### config.mk
export PLATFORM = sky130hd
export DESIGN_NAME = fifo_stream_reader
export DESIGN_NICKNAME = d
export VERILOG_FILES = /design/src/rtl/fifo_stream_reader.sv
export SDC_FILE = /design/constraint.sdc
export NUM_CORES = 1
export LEC_CHECK = 0
export ABC_AREA = 0
export CAP_MARGIN = 20
export CORE_ASPECT_RATIO = 1.25
export CORE_MARGIN = 10
export CORE_UTILIZATION = 49
export DETAILED_ROUTE_END_ITERATION = 10
export GPL_TIMING_DRIVEN = 0
export PLACE_DENSITY = 0.79
export SYNTH_ARGS = -nofsm -noshare
export SYNTH_HDL_FRONTEND = slang
export SYNTH_SLANG_ARGS = --single-unit
export TNS_END_PERCENT = 30
### constraint.sdc
create_clock -name clk -period 3 [get_ports clk]
set_input_delay 0.6 -clock clk [delete_from_list [all_inputs] [get_ports clk]]
set_output_delay 0.6 -clock clk [all_outputs]
set_load 0.005 [all_outputs]
### src/rtl/fifo_stream_reader.sv
// Read-side drain stage for the synchronous FIFO: issues reads against a credit limit and
// re-presents captured words on a valid/ready stream. Optional counter: FIFO_RD_WORD_CNT_EN.
module fifo_stream_reader #(
  parameter int unsigned DATA_WIDTH = 32,
  parameter int unsigned SKID_DEPTH = 2
) (
  input  logic                  clk,
  input  logic                  reset,
  input  logic                  enable,
  input  logic                  fifo_empty,
  output logic                  fifo_rd_en,
  input  logic [DATA_WIDTH-1:0] fifo_data,
  output logic                  m_valid,
  input  logic                  m_ready,
  output logic [DATA_WIDTH-1:0] m_data,
  output logic [1:0]            occupancy
`ifdef FIFO_RD_WORD_CNT_EN
  ,
  input  logic                  cnt_clear,
  output logic [31:0]           word_count
`endif
);

  if (SKID_DEPTH != 2) begin : g_bad_depth
    $error("fifo_stream_reader: SKID_DEPTH must be 2");
  end

  logic [DATA_WIDTH-1:0] skid_q [2];
  logic                  head_q;
  logic                  tail_q;
  logic [1:0]            occ_q;
  logic                  inflight_q;
  logic                  pop;
  logic [2:0]            committed;

  assign m_valid   = (occ_q != 2'd0);
  assign m_data    = skid_q[head_q];
  assign occupancy = occ_q;

  // Credit check: buffered plus outstanding words, less the one leaving now, must leave a slot.
  always_comb begin
    pop        = m_valid && m_ready;
    committed  = {1'b0, occ_q} + {2'b00, inflight_q} - {2'b00, pop};
    fifo_rd_en = enable && !fifo_empty && !reset && (committed < 3'd2);
  end

  always_ff @(posedge clk) begin
    if (reset) begin
      for (int i = 0; i < 2; i++) begin
        skid_q[i] <= '0;
      end
      head_q     <= 1'b0;
      tail_q     <= 1'b0;
      occ_q      <= 2'd0;
      inflight_q <= 1'b0;
    end else begin
      inflight_q <= fifo_rd_en;
      if (inflight_q) begin
        skid_q[tail_q] <= fifo_data;
        tail_q         <= ~tail_q;
      end
      if (pop) begin
        head_q <= ~head_q;
      end
      case ({inflight_q, pop})
        2'b10:   occ_q <= occ_q + 2'd1;
        2'b01:   occ_q <= occ_q - 2'd1;
        default: occ_q <= occ_q;
      endcase
    end
  end

`ifdef FIFO_RD_WORD_CNT_EN
  logic [31:0] word_count_q;

  assign word_count = word_count_q;

  // Clear has priority over a coincident pop.
  always_ff @(posedge clk) begin
    if (reset || cnt_clear) begin
      word_count_q <= 32'd0;
    end else if (pop) begin
      word_count_q <= word_count_q + 32'd1;
    end
  end
`endif

endmodule
Yosys cells after proc, flatten, opt, wreduce, memory -nomap -nowiden
Memories as Yosys holds them, arrays and structs flattened. A register that Yosys moved wholly into a read port is not among the register bits.
Cells that the tools add are included.
{ "totals": {"regBits": 5, "mem_bits_rw": 64, "output_inout_bits": 36, "word_cells": 34, "mem_count": 1} }
{ "mem_list": {"columns": ["memory", "words", "width", "rd", "rd_clocked_by_memory_dff", "write_ports", "line", "text"], "rows": [
  ["skid_q", 2, 32, 1, 1, 2, "28", "logic [DATA_WIDTH-1:0] skid_q [2];"]
]} }
{ "classes": {"addsub": 4, "order_cmp": 1, "n_eq_ne": 2, "mux": 11, "bitwise_logic": 2, "n_reduce_logical": 9} }
{ "ops": {"columns": ["cell", "count"], "rows": [
  ["32-bit 2-to-1 mux", 1],
  ["32-bit OR reduction", 1],
  ["1-bit 2-to-1 mux", 9],
  ["1-bit logical AND", 4],
  ["2-bit one-hot mux with 2 select lines", 1],
  ["2-bit nonzero test", 2],
  ["2-bit by 1-bit adder with 3-bit output", 1],
  ["3-bit by 2-bit < comparator with 1-bit output (second input constant)", 1],
  ["3-bit by 1-bit subtractor with 3-bit output", 1],
  ["2-bit by 1-bit adder with 2-bit output (second input constant)", 1],
  ["2-bit by 1-bit equality test with 1-bit output (second input constant)", 1],
  ["2-bit equality test (second input constant)", 1],
  ["1-bit zero test", 2],
  ["1-bit NOT", 2],
  ["2-bit by 1-bit subtractor with 2-bit output (second input constant)", 1]
]} }

Longest topological paths before layout
{ "logic_depth": {"depth_word": 5, "ltp_mapped": 6, "ltp_nobuf": 6} }

Worst setup path after synthesis
Ideal clock, no wire load.
{ "synth_path": {"kind": "input port to output port", "start": "input port m_ready", "end": "output port fifo_rd_en", "t_arrival_ns": 1.990, "required_ns": 2.400, "slack_ns": 0.410, "stages": 6, "n_path_buf": 0, "path_cell_list": "o21a_1 -> ha_1 -> or2b_1 -> fa_1 -> nand4bb_1 -> nor2_1"} }
{ "synth_via": {"elab_chain_cells": 4} }
{ "synth_rtl": {"columns": ["element", "line", "text"], "rows": [
  ["start: declaration", "14", "input logic m_ready,"],
  ["1-bit logical AND", "42", "pop = m_valid && m_ready;"],
  ["3-bit by 1-bit subtractor with 3-bit output", "43", "committed = {1'b0, occ_q} + {2'b00, inflight_q} - {2'b00, pop};"],
  ["3-bit by 2-bit < comparator with 1-bit output", "44", "fifo_rd_en = enable && !fifo_empty && !reset && (committed < 3'd2);"],
  ["1-bit logical AND", "44", null],
  ["end: declaration", "11", "output logic fifo_rd_en,"]
]} }
Every way passes these cells.

Worst setup path after layout
{ "layout_path": {"start": "input port m_ready", "end": "register inflight_q"} }
{ "layout_via": {"elab_chain_cells": 4} }
{ "layout_rtl": {"columns": ["element", "line", "text"], "rows": [
  ["1-bit logical AND", "42", null],
  ["named net pop", "33", "logic pop;"],
  ["3-bit by 1-bit subtractor with 3-bit output", "43", null],
  ["3-bit by 2-bit < comparator with 1-bit output", "44", null],
  ["1-bit logical AND", "44", null],
  ["end signal: assignment", "57", "inflight_q <= fifo_rd_en;"],
  ["end: declaration", "32", "logic inflight_q;"]
]} }
The timed path passes the listed nets, and every way through them passes these cells.
A chain may end at the register's enable or synchronous reset.

==> run metrics <==
Iter 0 DRT Violations=92; classification of the worst setup path=in -> reg; Core Box Area=6170 µm²; number of pins with negative max-slew slack in the final report=0; clock input transition at the sequential cells of the worst setup and hold paths=0.07 ns; TritonCTS clock tree=built; slew at the pin with the worst max-slew slack=0.865 ns; via count=2,061; Post-Synthesis Cells=239; clock buffer count from CTS=9; Final Skew=0.00475 ns; Port Buf Inserts=72; number of storage elements in the synthesis netlist=70; grt total ovfl=0; number of global-route vias before repair=2,302; number of nets in the finished design=374; Worst-Skew Late Latency=0.33 ns; highest achievable clock rate=335 MHz; number of antenna repair diodes=0; peak supply drop=0.000466 V; final HPWL from detailed placement=4.85 mm; net count after synthesis=279; clock sinks=70; design internal power=1.97 mW; layout cells sized above 1=20.4%; summed instance area of the synthesized netlist=3090 µm²; layout-stage area growth over the synthesis result=35.9%; Routability Congestion=0.758; switching power of the nets=0.704 mW; type of the worst min-delay path=reg -> reg; xor/xnor share of the synthesized area=1.13%; simple-gate share of the synthesized area=16.7%; crit path max fanout=2; final standard cell count with taps included and fillers excluded=423; first-pass GRT wire length=11.2 mm; post-synthesis sequential area ratio=66.1%; final antenna-violating net count=0; number of core rows=32; Critical Path End Type=flip-flop; post-synth top area share=62.2%; maximum number of pins on one net before global-route repair=33; warning count from the yosys run=0; Bufs on Longest Clock Path=2; Synth Area in Compound Gates=0.729%; main combinational cell family by area after synthesis=simple AND/OR/NAND/NOR gates; number of filler instances in the final layout=484; hold-fix buffers at CTS=0; clock share of power=22.4%; count of final setup violators=0; status=completed; WL final=7.06 mm; antenna violations before repair=0; Cell variety after synth=21; number of detailed-route iterations in the first pass=4; CP Data Arrival Time=3.26 ns; sequential fraction of design power=45.7%; y dimension of the die=109 µm; H-tree depth=3; startpoint kind of the worst setup timing path=input port; worst rel slew slack=42.3%; pwr/cell area=636 nW/µm²; adder and majority gate portion of the synthesized area=1.46%; residual DRC count=0; switching power as a share of total power=26.3%; width of the die=91.0 µm; overall routing resource usage=14.5%; cell at the root of the clock tree=sky130_fd_sc_hd__clkbuf_8; cell taking the most area after synthesis=sky130_fd_sc_hd__edfxtp_1; routed vias/inst=4.87; leakage component of the power=1.51 nW; ranking of synthesized cells by area=sky130_fd_sc_hd__edfxtp_1, sky130_fd_sc_hd__mux2_2, sky130_fd_sc_hd__nor2_1, sky130_fd_sc_hd__nand2b_1, sky130_fd_sc_hd__dfxtp_1; Die Outline Area=9900 µm²; share of the clock period used by the worst path after layout=99.6%; critical path data required time=3.28 ns; Final Hold Vio Count=0; share of total power in combinational logic=31.8%; Cell Count Post-Placement=396; clock period minus worst slack=2.99 ns; average size of a mapped cell=12.9 µm²; number of max-capacitance violations reported=0; total I/O pin count=73; multiplexer fraction of the synthesized cell area=11.7%; initial core utilization=50.1%; Avg WL per Cell=16.7 µm; hold slack=0.522 ns
cells in the final DEF (no fill, tap or decap), types with 2 or more instances in the layout:
cell type | synthesis | final
sky130_fd_sc_hd__nand2_1 | 2 | 2
sky130_fd_sc_hd__buf_4 | 0 | 12
sky130_fd_sc_hd__nor2_1 | 69 | 68
sky130_fd_sc_hd__buf_2 | 7 | 8
sky130_fd_sc_hd__clkbuf_1 | 8 | 11
sky130_fd_sc_hd__dfxtp_1 | 6 | 4
sky130_fd_sc_hd__clkdlybuf4s50_1 | 0 | 70
sky130_fd_sc_hd__mux2_1 | 2 | 2
sky130_fd_sc_hd__nand2b_2 | 0 | 2
sky130_fd_sc_hd__edfxtp_1 | 64 | 64
sky130_fd_sc_hd__xnor2_1 | 2 | 2
sky130_fd_sc_hd__ha_4 | 0 | 2
sky130_fd_sc_hd__clkinv_1 | 0 | 2
sky130_fd_sc_hd__nand2b_1 | 35 | 33
sky130_fd_sc_hd__clkbuf_8 | 0 | 9
sky130_fd_sc_hd__a21oi_1 | 2 | 2
sky130_fd_sc_hd__mux2_2 | 30 | 30
flip-flops by register name, indices dropped and copies added, names as in the netlist, named ones only:
name and cells:
head_q 1, skid_q 64, tail_q 1, occupancy 2, inflight_q 1
power by group through the flow:
stage / combinational (mW) / clock, mW / sequential (mW)
detailed placement: 0.790 / 0 / 1.24
floorplan: 0.383 / 0 / 1.23
global placement: 0.777 / 0 / 1.23
global route: 0.924 / 0.657 / 1.23
finish: 0.851 / 0.600 / 1.22
CTS: 0.838 / 0.611 / 1.22
Yosys cell counts:
library cell and n:
sky130_fd_sc_hd__fa_1 1, sky130_fd_sc_hd__or3_1 1, sky130_fd_sc_hd__nand4bb_1 1, sky130_fd_sc_hd__a21oi_1 2, sky130_fd_sc_hd__edfxtp_1 64, sky130_fd_sc_hd__clkbuf_1 8, sky130_fd_sc_hd__or2_2 1, sky130_fd_sc_hd__mux2_1 2
sky130_fd_sc_hd__ha_1 2, sky130_fd_sc_hd__nand2b_1 35, sky130_fd_sc_hd__o21ai_0 1, sky130_fd_sc_hd__xnor2_1 2, sky130_fd_sc_hd__o21a_1 1, sky130_fd_sc_hd__buf_2 7, sky130_fd_sc_hd__mux2_2 30, sky130_fd_sc_hd__inv_1 1
sky130_fd_sc_hd__xor2_1 2, sky130_fd_sc_hd__nand2_1 2, sky130_fd_sc_hd__dfxtp_1 6, sky130_fd_sc_hd__or2b_1 1, sky130_fd_sc_hd__nor2_1 69
worst paths after layout:
kind	cells after the start	startpoint	slack, ns	endpoint
max	16	m_ready	0.01	inflight_q
min	2	tail_q	0.52	tail_q
max reg2reg	15	occupancy[1]	0.02	inflight_q
min reg2reg	2	tail_q	0.52	tail_q
final cells by class:
type | instances | area, µm² | area share (%)
Clock inverter | 3 | 12.5 | 0.298
Clock buffer | 12 | 135 | 3.22
Sequential cell | 70 | 2050 | 48.7
Tap cell | 85 | 106 | 2.53
Multi-Input combinational cell | 153 | 1020 | 24.4
Inverter | 1 | 3.75 | 0.0894
Buffer | 15 | 65.1 | 1.55
Timing Repair Buffer | 84 | 806 | 19.2
through the flow:
| stage | total power, mW | worst slack (ns) | utilization (%) | instance area, µm² | setup TNS [ns] |
|---|---|---|---|---|---|
| after floorplan | 1.61 | 0.410 | - | 3090 | 0 |
| after global placement | 2.01 | -0.627 | 63.5 | 3920 | -30.97 |
| after detailed placement | 2.03 | -0.662 | 63.6 | 3920 | -0.662 |
| after CTS | 2.67 | 0.00513 | 67.5 | 4160 | 0 |
| after global routing | 2.81 | -0.0432 | 68.1 | 4200 | -0.0432 |
| final | 2.67 | 0.0120 | 68.1 | 4200 | 0 |
kinds of logic (layout without fill, tap and decap cells):
kind of cell,count (synthesis),in the layout
and+or+nand+nor,110,110
DFF,70,70
muxes,32,32
buffers and inverters,16,115
AOI/OAI and AO/OA,4,4
adders and majority gates,3,3
xor gates and xnor gates,4,4
worst max-delay path, cell delays in order:
cell and delay, ns:
sky130_fd_sc_hd__clkdlybuf4s15_1 0.18, sky130_fd_sc_hd__o21a_1 0.18, sky130_fd_sc_hd__ha_4 0.22, sky130_fd_sc_hd__or2b_1 0.25, sky130_fd_sc_hd__fa_1 0.50, sky130_fd_sc_hd__nand4bb_1 0.13
sky130_fd_sc_hd__buf_4 0.16, sky130_fd_sc_hd__buf_4 0.12, sky130_fd_sc_hd__buf_4 0.12, sky130_fd_sc_hd__buf_4 0.12, sky130_fd_sc_hd__buf_4 0.12, sky130_fd_sc_hd__buf_4 0.12
sky130_fd_sc_hd__buf_4 0.12, sky130_fd_sc_hd__buf_4 0.12, sky130_fd_sc_hd__buf_4 0.13, sky130_fd_sc_hd__nor2_4 0.09
metal layers:
| layer | vias up | part of all wire, % | global-route usage, % | wire length (µm) |
|---|---|---|---|---|
| met5 | - | 0 | 0 | 0 |
| met3 | 4 | 4.4 | 4.40 | 314 |
| met2 | 45 | 57 | 27.0 | 4010 |
| met1 | 1009 | 38 | 14.8 | 2680 |
| li1 | 1003 | - | - | - |
| met4 | 0 | 0.89 | 6.39 | 63 |
what timing repair did:
action,CTS,global route
setup buffers,11,1
setup endpoints to repair,1,2
cloned,0,0
pin swaps,4,3
gates resized for setup,8,7
Power figures use the tool's default switching activity.
